<file path="src/rtl/retire_unit_pkg.sv">
// Shared types and constants for the retire unit and its statistics block.
// Latency: n/a (types and constants only).
// Backpressure: n/a.
package retire_unit_pkg;

    localparam int PRF_IDX  = 7;   // physical register index width (128 PRF entries)
    localparam int ROB_IDX  = 6;   // reorder buffer index width (64 entries)
    localparam int ARF_IDX  = 5;   // architectural register index width
    localparam logic [ARF_IDX-1:0] ZERO_REG = 5'd31;

    typedef enum logic [1:0] {
        RUN   = 2'd0,
        FLUSH = 2'd1,
        HALT  = 2'd2
    } retire_state_t;

    // A retiring slot updates architectural state only when it writes a
    // register other than the hardwired zero register.
    function automatic logic writes_arch(input logic wr, input logic [ARF_IDX-1:0] ardest);
        return wr && (ardest != ZERO_REG);
    endfunction

endpackage

</file>
<file path="src/rtl/retire_unit_stats.sv">
// Retirement statistics: counts retired instructions and retired mispredicts.
// Latency: counters reflect a cycle's retirements one cycle later.
// Backpressure: none; free-running counters wrap modulo 2^32.
// Ports: clk/reset (sync, active-high); pop_cnt (0..2) and mispred_cnt (0..2)
// per cycle in; stat_retired / stat_mispred running totals out.
module retire_stats
    import retire_unit_pkg::*;
(
    input  logic        clk,
    input  logic        reset,
    input  logic [1:0]  pop_cnt,
    input  logic [1:0]  mispred_cnt,
    output logic [31:0] stat_retired,
    output logic [31:0] stat_mispred
);

    always_ff @(posedge clk) begin
        if (reset) begin
            stat_retired <= '0;
            stat_mispred <= '0;
        end else begin
            stat_retired <= stat_retired + {30'd0, pop_cnt};
            stat_mispred <= stat_mispred + {30'd0, mispred_cnt};
        end
    end

endmodule

</file>
<file path="src/rtl/retire_unit.sv">
// Two-wide in-order retire unit: pops the ROB head pair, updates the arch map,
// frees old physical registers and handles mispredict flush / halt.
// Latency: rd1/rd2 combinational; all other outputs registered, one cycle after the pop.
// Backpressure: pops only ready heads; stalls completely during FLUSH and HALT.
// Ports: clk, reset (sync, active-high); hN_* ROB head/head+1 entries; rdN pop
// requests; freeN_* free-list returns; archN_* arch map writes; flush,
// redirect_pc, halted, retire_cnt; stat_retired/stat_mispred.
// Optional: define RETIRE_STATS_EN to build the statistics counters; otherwise
// the stat outputs are tied to zero.
module retire_unit
    import retire_unit_pkg::*;
(
    input  logic               clk,
    input  logic               reset,
    input  logic               h1_valid,
    input  logic               h1_done,
    input  logic               h1_wr,
    input  logic [ARF_IDX-1:0] h1_ardest,
    input  logic [PRF_IDX-1:0] h1_pdest,
    input  logic [PRF_IDX-1:0] h1_pold,
    input  logic               h1_mispred,
    input  logic               h1_halt,
    input  logic [63:0]        h1_target,
    input  logic               h2_valid,
    input  logic               h2_done,
    input  logic               h2_wr,
    input  logic [ARF_IDX-1:0] h2_ardest,
    input  logic [PRF_IDX-1:0] h2_pdest,
    input  logic [PRF_IDX-1:0] h2_pold,
    input  logic               h2_mispred,
    input  logic               h2_halt,
    input  logic [63:0]        h2_target,
    output logic               rd1,
    output logic               rd2,
    output logic               free1_valid,
    output logic [PRF_IDX-1:0] free1_idx,
    output logic               free2_valid,
    output logic [PRF_IDX-1:0] free2_idx,
    output logic               arch1_en,
    output logic [ARF_IDX-1:0] arch1_idx,
    output logic [PRF_IDX-1:0] arch1_pdest,
    output logic               arch2_en,
    output logic [ARF_IDX-1:0] arch2_idx,
    output logic [PRF_IDX-1:0] arch2_pdest,
    output logic               flush,
    output logic [63:0]        redirect_pc,
    output logic               halted,
    output logic [1:0]         retire_cnt,
    output logic [31:0]        stat_retired,
    output logic [31:0]        stat_mispred
);

    retire_state_t state, state_nxt;
    logic          redirect_load;
    logic [63:0]   redirect_nxt;
    logic [1:0]    pop_cnt;

    always_ff @(posedge clk) begin
        if (reset) state <= RUN;
        else       state <= state_nxt;
    end

    always_comb begin
        state_nxt     = state;
        rd1           = 1'b0;
        rd2           = 1'b0;
        redirect_load = 1'b0;
        redirect_nxt  = h1_target;
        case (state)
            RUN: begin
                // Pops are suppressed while reset is asserted so nothing leaves the ROB.
                rd1 = !reset && h1_valid && h1_done;
                // Head+1 never retires alongside an older mispredict or halt.
                rd2 = rd1 && h2_valid && h2_done && !h1_mispred && !h1_halt;
                // Halt outranks mispredict; the older slot is examined first.
                if (rd1 && h1_halt) begin
                    state_nxt = HALT;
                end else if (rd1 && h1_mispred) begin
                    state_nxt     = FLUSH;
                    redirect_load = 1'b1;
                end else if (rd2 && h2_halt) begin
                    state_nxt = HALT;
                end else if (rd2 && h2_mispred) begin
                    state_nxt     = FLUSH;
                    redirect_load = 1'b1;
                    redirect_nxt  = h2_target;
                end
            end
            FLUSH:   state_nxt = RUN;
            HALT:    state_nxt = HALT;
            default: state_nxt = RUN;
        endcase
    end

    assign pop_cnt = {1'b0, rd1} + {1'b0, rd2};

    always_ff @(posedge clk) begin
        if (reset) begin
            free1_valid <= 1'b0;
            free1_idx   <= '0;
            free2_valid <= 1'b0;
            free2_idx   <= '0;
            arch1_en    <= 1'b0;
            arch1_idx   <= '0;
            arch1_pdest <= '0;
            arch2_en    <= 1'b0;
            arch2_idx   <= '0;
            arch2_pdest <= '0;
            flush       <= 1'b0;
            redirect_pc <= '0;
            halted      <= 1'b0;
            retire_cnt  <= '0;
        end else begin
            arch1_en    <= rd1 && writes_arch(h1_wr, h1_ardest);
            arch1_idx   <= h1_ardest;
            arch1_pdest <= h1_pdest;
            free1_valid <= rd1 && writes_arch(h1_wr, h1_ardest);
            free1_idx   <= h1_pold;
            arch2_en    <= rd2 && writes_arch(h2_wr, h2_ardest);
            arch2_idx   <= h2_ardest;
            arch2_pdest <= h2_pdest;
            free2_valid <= rd2 && writes_arch(h2_wr, h2_ardest);
            free2_idx   <= h2_pold;
            // flush and halted mirror the state register one-for-one.
            flush       <= (state_nxt == FLUSH);
            halted      <= (state_nxt == HALT);
            retire_cnt  <= pop_cnt;
            if (redirect_load) redirect_pc <= redirect_nxt;
        end
    end

`ifdef RETIRE_STATS_EN
    logic [1:0] mispred_cnt;
    assign mispred_cnt = {1'b0, rd1 && h1_mispred} + {1'b0, rd2 && h2_mispred};

    retire_stats u_stats (
        .clk          (clk),
        .reset        (reset),
        .pop_cnt      (pop_cnt),
        .mispred_cnt  (mispred_cnt),
        .stat_retired (stat_retired),
        .stat_mispred (stat_mispred)
    );
`else
    assign stat_retired = '0;
    assign stat_mispred = '0;
`endif

endmodule

</file>
<file path="config.mk">
export PLATFORM = sky130hd
export DESIGN_NAME = retire_unit
export DESIGN_NICKNAME = d
export VERILOG_FILES = /design/src/rtl/retire_unit_pkg.sv /design/src/rtl/retire_unit_stats.sv /design/src/rtl/retire_unit.sv
export SDC_FILE = /design/constraint.sdc
export NUM_CORES = 1
export LEC_CHECK = 0
export CORE_AREA = 2 2 138 140
export CTS_BUF_LIST = sky130_fd_sc_hd__clkbuf_4 sky130_fd_sc_hd__clkbuf_8
export DETAILED_ROUTE_END_ITERATION = 8
export DIE_AREA = 0 0 140 142
export DONT_BUFFER_PORTS = 1
export PLACE_DENSITY = 0.47
export RECOVER_POWER = 100
export SLEW_MARGIN = 20
export SYNTH_ARGS = -nofsm -noshare
export SYNTH_HDL_FRONTEND = slang
export SYNTH_SLANG_ARGS = --single-unit
</file>
<file path="constraint.sdc">
create_clock -name clk -period 1.99 [get_ports clk]
set_input_delay 0.199 -clock clk [delete_from_list [all_inputs] [get_ports clk]]
set_output_delay 0.199 -clock clk [all_outputs]
set_load 0.02 [all_outputs]
</file>
==> results of run 1 <==
cell type report:
| class | instances | area (µm²) | area share, % |
|---|---|---|---|
| clock buffers | 9 | 124 | 2.06 |
| well taps | 234 | 293 | 4.86 |
| clock inverters | 7 | 86.3 | 1.43 |
| flip-flops and latches | 110 | 2200 | 36.6 |
| multi-input cells | 325 | 2080 | 34.5 |
| repair buffers | 123 | 1240 | 20.6 |
per-stage QoR:
step / util, % / setup slack, ns / hold slack (ns) / power [W] / area, µm²
4_1_cts: 32.7 / 0.0181 / 0.00127 / 0.00443 / 6040
2_1_floorplan: - / 0.0519 / 0.327 / 0.00289 / 5050
5_1_grt: 32.6 / 0.0610 / 0.00833 / 0.00456 / 6020
3_3_place_gp: 25.3 / 0.339 / 0.280 / 0.00279 / 4680
3_5_place_dp: 25.3 / 0.297 / 0.280 / 0.00279 / 4680
6_report: 32.6 / 0.150 / 0.0368 / 0.00440 / 6020
registers in the layout, indices dropped and copies added, names as in the netlist:
signal	count
arch1_en	1
arch2_idx	5
state	2
arch1_pdest	7
arch2_en	1
flush	1
arch1_idx	5
arch2_pdest	7
retire_cnt	2
redirect_pc	64
free1_idx	7
free2_idx	7
halted	1
Yosys cell counts (all sizes together):
master and number:
o21ai 1, and3b 1, and4b 1, nor4 1
nand2b 1, nand3b 1, a21oi 1, nand2 5
nand3 2, nor2b 41, nor2 69, o211a 2
or3 1, nor4bb 1, o221a 64, buf 89
conb 1, o41ai 2, dfxtp 110, clkbuf 24
nand4 1, nor3 1, ha 1, a31oi 64
metal layers:
metal,GRT usage [%],up-vias
li1,-,1809
met3,4.61,16
met5,0,-
met2,29.0,242
met1,15.6,1926
met4,5.00,0
power by group through the flow:
stage	clock [W]	combinational [W]	sequential [W]
after CTS	0.00146	0.000567	0.00241
after floorplan	0	0.000452	0.00244
final	0.00141	0.000572	0.00241
after detailed placement	0	0.000334	0.00246
after global routing	0.00153	0.000617	0.00242
after global placement	0	0.000326	0.00246
logic make-up (layout without fill, tap and decap cells):
logic type,after synthesis,after routing,share of synthesized area [%]
AO/OA/AOI/OAI,134,134,24.4
buffers and inverters,113,139,16.3
other,1,64,0.0779
adder cells (fa/ha/maj),1,1,0.260
flip-flops,110,110,45.7
AND/OR/NAND/NOR,126,126,13.2
cells in the final DEF (no fill, tap or decap), types with 2 or more instances in the layout:
| cell type | count |
|---|---|
| o221a_2 | 53 |
| clkbuf_8 | 9 |
| buf_4 | 5 |
| buf_12 | 3 |
| inv_6 | 2 |
| a31oi_1 | 64 |
| dfxtp_1 | 110 |
| nand3_1 | 2 |
| clkinv_8 | 3 |
| nand2_1 | 5 |
| clkbuf_4 | 2 |
| conb_1 | 64 |
| nor2_1 | 69 |
| nor2b_1 | 41 |
| o221a_1 | 11 |
| o41ai_1 | 2 |
| dlygate4sd3_1 | 112 |
critical path, cell delays in order, from the launching register on:
cell and delay [ns]:
dfxtp_1 0.38, nor4bb_4 0.31, clkbuf_1 0.23, clkbuf_4 0.46, a31oi_1 0.16, o221a_2 0.18
repair_timing:
action                                 4_1_cts  5_1_grt
setup endpoints to repair                    0        1
hold buffers                               113        0
endpoints found under the hold margin      108        0
setup buffers                                0        1
path summary, 6_finish.rpt:
kind	start	end	cells after the start
max	state[0]$_SDFF_PP0_	redirect_pc[56]$_SDFFE_PP0P_	5
min	h1_mispred	redirect_pc[55]$_SDFFE_PP0P_	2
max reg2reg	state[0]$_SDFF_PP0_	redirect_pc[56]$_SDFFE_PP0P_	5
min reg2reg	state[1]$_SDFF_PP0_	state[1]$_SDFF_PP0_	2
==> run metrics, run 1 <==
metal3 WL 1290 µm; initial antenna violation count 0; vias per inst 4.94; Initial DRC Count 222; worst-margin pin slew 1.07 ns; Mapped Cells 485; minimum clock period 1.84 ns; kind of critical path flip-flop to flip-flop; # rows 50; status finished, violations left; Comb pwr share 13.0%; final worst-path cycle share 92.4%; Num Clock Sinks 110; clock root cell clkbuf_8; Routed met1 length 5880 µm; Worst-path clk slew 0.11 ns; full die area 19,900 µm²; VDD IR max 270 µV; Crit path arrival time 2.12 ns; Area Overhead vs Synth 25.0%; switching share of power 30.6%; die height 142 µm; CP endpoint kind flip-flop; Highest Clock Rate 544 MHz; DIE WIDTH 140 µm; leak pwr 2.36 nW; internal power 0.00305 W; max-slew violation count 0; sequential share of power 54.8%; largest net degree at the start of global routing 96; initial core utilization 26.1%; Critical Path RT 2.27 ns; RSZ-0062 raised after global routing false; WL per Instance 19.7 µm; via count 3,993; cts repair resizes 0; dpl hpwl 9680 µm; # IOs 354; fill cell total of the finished layout 1,825; skew final 0.0110 ns; Clock Tree Buf Depth 2; crit path launch type flip-flop; total congestion overflow 0; Max FO, Critical Path 32; Clk pwr share 32.2%; Synth area leaders dfxtp_1 (46%), o221a_2 (12%), buf_4 (10%); vias in the first global route 4,102; htree depth 3; Max Cap Viol 0; Clk Latency, worst-skew pair 0.39 ns; synth warn 0; power density over cell area 730 nW/µm²; P_sw 0.00134 W; Reg2Reg Setup Slack 0.15 ns; Post-Layout Cell Count 808; cell accounting for the most synthesized area dfxtp_1; CORE AREA 18,500 µm²; Hold WC Path Type primary input to flip-flop; length of the first detailed-routing pass in iterations 9; Setup TNS Final 0 ns; # DRC 25; share of layout cells above drive strength 1 14.5%; Placed Instances 678; failing checks DRC; post-synth top area share 45.7%; TritonCTS clock tree done; CTS Buf Count 9; Mapped Area 4820 µm²; Port Buffer Count 0; GR Util All Layers 15.1%; Synth cell types 30; post-synthesis sequential area ratio 45.7%; number of diodes 0; Final Hold Viols 0; top layer in use met4; # setup viols final 0; # nets final 748; first-pass GRT wire length 23,200 µm; met2 WL 8550 µm; synthesis-stage register bit count 110; drt total wl 15,900 µm; Slew HR 29.0%; ANT nets after route 0; RePlAce Congestion 0.723; Syn Area/Cell 9.93 µm²
Note: power is estimated with default switching activity, not from simulation.
==> inputs of run 2 (changes only) <==
--- a/config.mk
+++ b/config.mk
@@ -5,12 +5,13 @@
 export SDC_FILE = /design/constraint.sdc
 export NUM_CORES = 1
 export LEC_CHECK = 0
-export CORE_AREA = 2 2 138 140
+export ABC_AREA = 1
+export CORE_AREA = 2 2 137 139
 export CTS_BUF_LIST = sky130_fd_sc_hd__clkbuf_4 sky130_fd_sc_hd__clkbuf_8
 export DETAILED_ROUTE_END_ITERATION = 8
-export DIE_AREA = 0 0 140 142
+export DIE_AREA = 0 0 139 141
 export DONT_BUFFER_PORTS = 1
-export PLACE_DENSITY = 0.47
+export PLACE_DENSITY = 0.56
 export RECOVER_POWER = 100
 export SLEW_MARGIN = 20
 export SYNTH_ARGS = -nofsm -noshare
==> run metrics, run 2 <==
worst setup path end redirect_pc[24]$_SDFFE_PP0P_; Setup TNS Final 0 ns (unchanged); number of diodes 0 (unchanged); Area Overhead vs Synth 6.57%; initial core utilization 34.4% (+8.3 points); kind of critical path flip-flop to flip-flop; commonest cells after routing, fill and taps aside nand2_1 (199), inv_1 (173), nor2_1 (169); crit path launch type flip-flop; die height 141 µm (-0.70%); ys flop type dfxtp_1; via count 4,918 (+23%); Synth cell types 29 (-3.3%); most common cell after layout, fill and taps aside nand2_1; Final Hold Viols 0 (unchanged); dpl hpwl 10,300 µm (+6.9%); leak pwr 3.38 nW (+43%); WL per Instance 13.3 µm (-33%); RePlAce Congestion 0.758 (+4.9%); ANT nets after route 0 (unchanged); Port Buffer Count 0 (unchanged); most frequent cell after synthesis nand2_1; drt total wl 15,400 µm (-3.1%); Max Cap Viol 0 (unchanged); Clk pwr share 31.4% (-0.8 points); async set-reset flop share out of synthesis 0% (unchanged); Max FO, Critical Path 43 (+34%); RSZ-0062 raised after global routing false; GR Util All Layers 15.0% (-0.12 points); reg2reg path depth 7 (+2); share of layout cells above drive strength 1 6.02% (-8.4 points); skew final 0.0149 ns (+0.00393 ns); # DRC 0 (-100%); Num Clock Sinks 110 (unchanged); postcts setup bufs 0 (unchanged); Highest Clock Rate 569 MHz (+4.7%); Reg2Reg Setup Slack 0.23 ns (+0.08 ns); first-pass GRT wire length 23,400 µm (+1.1%); post-synth top area share 35.0% (-11 points); Crit path arrival time 2.06 ns (-0.06 ns); # nets final 1,104 (+48%); CORE AREA 18,300 µm² (-1.0%); Synth area leaders dfxtp_1 (35%), nand2_1 (12%), inv_1 (10%); Clock Tree Buf Depth 2 (unchanged); clock root cell clkbuf_8; minimum clock period 1.76 ns (-0.0823 ns); Clk Latency, worst-skew pair 0.40 ns (about the same); Slew HR 43.9% (+15 points); Syn Area/Cell 6.84 µm² (-31%); Worst Setup SP state[0]$_SDFF_PP0_; DIE WIDTH 139 µm (-0.71%); Largest Register redirect_pc; Total Power 0.00447 W (+1.7%); VDD IR max 345 µV (+28%); full die area 19,600 µm² (-1.4%); EDFF count, synth 0 (unchanged); CTS Buf Count 9 (unchanged); synth warn 0 (unchanged); Worst-path clk slew 0.12 ns (about the same); max FFs per register 64 (unchanged); final worst-path cycle share 88.3% (-4.1 points); Crit Reg-Reg Startpoint state[0]$_SDFF_PP0_; switching share of power 32.8% (+2.2 points); worst hold margin 0.0318 ns (-0.00502 ns); TritonCTS clock tree done; Critical Path RT 2.29 ns (+0.02 ns); largest net degree at the start of global routing 88 (-8.3%); Mapped Area 6290 µm² (+31%); power density over cell area 667 nW/µm² (-8.7%); synthesis-stage register bit count 110 (unchanged); htree depth 3 (unchanged); max-slew violation count 0 (unchanged); total congestion overflow 0 (unchanged); RR Endpoint redirect_pc[24]$_SDFFE_PP0P_; Post-Place Cell Area 6110 µm² (+31%); CP endpoint kind flip-flop; sequential share of power 55.2% (+0.4 points); cts repair resizes 0 (unchanged); Mapped Cells 919 (+89%); vias per inst 4.23 (-15%); Final Cell Area 6700 µm² (+11%); initial antenna violation count 0 (unchanged); hold buffers post-CTS 41 (-64%); worst-margin pin slew 0.842 ns (-0.223 ns); # rows 50 (unchanged); P_sw 0.00147 W (+9.0%); vias in the first global route 4,283 (+4.4%); Initial DRC Count 204 (-8.1%); post-synthesis sequential area ratio 35.0% (-11 points); internal power 0.00300 W (-1.6%); # IOs 354 (unchanged); Hold WC Path Type primary input to flip-flop; Comb pwr share 13.4% (+0.4 points); top cells by count, synth nand2_1 (199), inv_1 (173), nor2_1 (169), dfxtp_1 (110), buf_4 (80); status finished clean; # setup viols final 0 (unchanged); length of the first detailed-routing pass in iterations 4 (-5); cell accounting for the most synthesized area dfxtp_1
## run 2: per-layer routing
layer	vias up	GRT usage (%)	wire length [µm]
met5	-	0	0
met4	0	4.68	256
met3	14	4.96	1080
met2	188	25.5	7550
met1	2134	18.0	6550
li1	2582	-	-
## run 2: kinds of logic (layout without fill, tap and decap cells)
| group | Yosys count | count (layout) | share of synthesized area [%] |
|---|---|---|---|
| AO/OA/AOI/OAI | 70 | 70 | 8.42 |
| adder cells (fa/ha/maj) | 1 | 1 | 0.199 |
| buffers and inverters | 294 | 242 | 23.7 |
| flip-flops | 110 | 110 | 35.0 |
| other | 1 | 64 | 0.0596 |
| AND/OR/NAND/NOR | 443 | 443 | 32.6 |
## run 2: cell type report
type | count | area, µm²
Fill cell | 1978 | 11600
Multi-Input combinational cell | 578 | 2850
Sequential cell | 110 | 2200
Inverter | 175 | 657
Timing Repair Buffer | 51 | 503
Tap cell | 234 | 293
Clock buffer | 9 | 124
Clock inverter | 7 | 72.6
## run 2: worst min path at each step
| stage | from | endpoint | slack [ns] | cells after the start |
|---|---|---|---|---|
| 2_1_floorplan | h1_ardest[0] | arch1_en$_SDFF_PP0_ | 0.30 | 1 |
| 3_3_place_gp | reset | free1_idx[4]$_SDFF_PP0_ | 0.28 | 1 |
| 3_5_place_dp | reset | free1_idx[4]$_SDFF_PP0_ | 0.28 | 1 |
| 4_1_cts | h2_halt | halted$_SDFF_PP0_ | 0.007 | 2 |
| 5_1_grt | h2_ardest[0] | arch2_en$_SDFF_PP0_ | 0.02 | 2 |
| 6_report | h2_halt | halted$_SDFF_PP0_ | 0.03 | 2 |
## run 2: power by group through the flow
stage	combinational (W)	sequential, W	clock (W)
global route	0.000673	0.00248	0.00157
global placement	0.000519	0.00252	0
finish	0.000598	0.00247	0.00141
CTS	0.000602	0.00247	0.00148
detailed placement	0.000521	0.00252	0
floorplan	0.000581	0.00249	0
## run 2: stage by stage
| stage | utilization (%) | std cells | setup slack, ns |
|---|---|---|---|
| 3_5_place_dp | 33.5 | 1107 | 0.425 |
| 2_1_floorplan | - | 982 | 0.305 |
| 6_report | 36.7 | 1164 | 0.233 |
| 5_1_grt | 36.7 | 1164 | 0.0212 |
| 3_3_place_gp | 33.5 | 1107 | 0.463 |
| 4_1_cts | 36.8 | 1164 | 0.184 |
## run 2: critical path, cell delays in order, from the launching register on
cell	delay (ns)
dfxtp_1	0.34
nor2_1	0.25
nand2_1	0.18
a21oi_4	0.14
buf_4	0.43
nand2_1	0.09
nor2_1	0.14
nor2_1	0.05
==> inputs of run 3 (changes only) <==
--- a/config.mk
+++ b/config.mk
@@ -13,6 +13,7 @@
 export DONT_BUFFER_PORTS = 1
 export PLACE_DENSITY = 0.56
 export RECOVER_POWER = 100
+export REMOVE_ABC_BUFFERS = 1
 export SLEW_MARGIN = 20
 export SYNTH_ARGS = -nofsm -noshare
 export SYNTH_HDL_FRONTEND = slang
==> run metrics, run 3 (synthesis gave the netlist of run 2 again) <==
status finished clean; drt total wl 15,500 µm (+0.68%); final worst-path cycle share 88.2% (-0.12 points); Initial DRC Count 137 (-33%); register area 2200 µm² (unchanged); crit path launch type flip-flop; htree depth 3 (unchanged); Hold WC Path Type primary input to flip-flop; CP endpoint kind primary output; total congestion overflow 0 (unchanged); VDD IR max 339 µV (-1.5%); worst hold margin 0.0395 ns (+0.00769 ns); TritonCTS clock tree done; worst-margin pin slew 0.779 ns (-0.0625 ns); Clock Tree Buf Depth 2 (unchanged); Worst-path clk slew 0.10 ns (-0.02 ns); Final Hold Viols 0 (unchanged); kind of critical path flip-flop to primary output; fill cell total of the finished layout 1,963 (-0.76%); # nets final 1,105 (+0.091%); # IOs 354 (unchanged); Area Overhead vs Synth 7.52%; slowest CP cell dfxtp_1; # DRC 0 (unchanged); via count 4,904 (-0.28%); cts repair resizes 0 (unchanged); Setup TNS Final 0 ns (unchanged); Max Cap Viol 0 (unchanged); Critical Path RT 1.79 ns (-0.50 ns); vias in the first global route 4,489 (+4.8%); length of the first detailed-routing pass in iterations 4 (unchanged); Slew HR 48.0% (+4.2 points); first-pass GRT wire length 24,100 µm (+2.9%); largest net degree at the start of global routing 77 (-13%); initial core utilization 34.4% (unchanged); power density over cell area 670 nW/µm² (+0.39%); Reg2Reg Setup Slack 0.30 ns (+0.07 ns); dpl hpwl 10,700 µm (+3.3%); share of layout cells above drive strength 1 6.02% (-0.0065 points); most common cell after layout, fill and taps aside nand2_1; CORE AREA 18,300 µm² (unchanged); initial antenna violation count 4 (+4); leak pwr 3.41 nW (+0.74%); Largest Register redirect_pc; WL per Instance 13.3 µm (+0.42%); vias per inst 4.20 (-0.54%); minimum clock period 1.75 ns (-0.00234 ns); skew final 0.0135 ns (-0.00139 ns); ANT nets after route 0 (unchanged); GR Util All Layers 15.4% (+0.37 points); CTS Buf Count 9 (unchanged); Critical Path, Cell by Cell nor2_1, nand2_1, nor3_1, buf_4; Port Buffer Count 0 (unchanged); Crit path arrival time 1.56 ns (-0.50 ns); # rows 50 (unchanged); RSZ-0062 raised after global routing false; die height 141 µm (unchanged); full die area 19,600 µm² (unchanged); postcts setup bufs 0 (unchanged); commonest cells after routing, fill and taps aside nand2_1 (199), inv_1 (173), nor2_1 (169); Num Clock Sinks 110 (unchanged); hold buffers post-CTS 41 (unchanged); largest stage delay on the critical path 0.34 ns (-0.09 ns); area of the multi-input gates 2840 µm² (-0.40%); # setup viols final 0 (unchanged); clock root cell clkbuf_8; max-slew violation count 0 (unchanged); Clk Latency, worst-skew pair 0.38 ns (-0.02 ns); max FFs per register 64 (unchanged); Max FO, Critical Path 3 (-93%); DIE WIDTH 139 µm (unchanged); Highest Clock Rate 570 MHz (+0.13%); RePlAce Congestion 0.753 (-0.65%)
run 3: layer usage:
metal,wire (µm),track usage (%)
met1,6300,17.2
met2,7430,26.7
met3,1560,6.11
met4,225,5.21
met5,30,0
run 3: path summary, 6_finish.rpt:
kind,cells after the start,startpoint,endpoint
min reg2reg,1,state[0]$_SDFF_PP0_,state[1]$_SDFF_PP0_
max reg2reg,7,state[0]$_SDFF_PP0_,redirect_pc[16]$_SDFFE_PP0P_
min,2,h2_halt,state[1]$_SDFF_PP0_
max,4,state[0]$_SDFF_PP0_,rd2
run 3: final cells by class:
class	count	share of cell area, %
flip-flops and latches	110	32.6
clock buffers	10	2.04
clock inverters	6	1.15
repair buffers	52	8.14
inverters	175	9.72
multi-input cells	578	42.0
diodes	2	0.0740
well taps	234	4.33
run 3: through the flow:
stage | utilization, % | power, W | area (µm²) | cells | setup WS (ns)
floorplan | - | 0.00292 | 5690 | 863 | -1.67
CTS | 37.1 | 0.00465 | 6780 | 1165 | 0.162
finish | 37.0 | 0.00453 | 6760 | 1167 | 0.235
detailed placement | 33.6 | 0.00305 | 6150 | 1108 | 0.377
global placement | 33.6 | 0.00304 | 6150 | 1108 | 0.382
global route | 37.0 | 0.00478 | 6760 | 1167 | 0.0815
run 3: worst max-delay path, delay by kind of cell (launching register included):
family | cells | cell delay, ns
simple gates | 3 | 0.63
buf+inv | 1 | 0.21
flops | 1 | 0.34
run 3: power breakdown:
part | switching, W | total [W] | internal, W
logic | 0.000392 | 0.000605 | 0.000213
registers | 0.000169 | 0.00246 | 0.00229
clock network | 0.000819 | 0.00146 | 0.000639
total | 0.00138 | 0.00453 | 0.00315
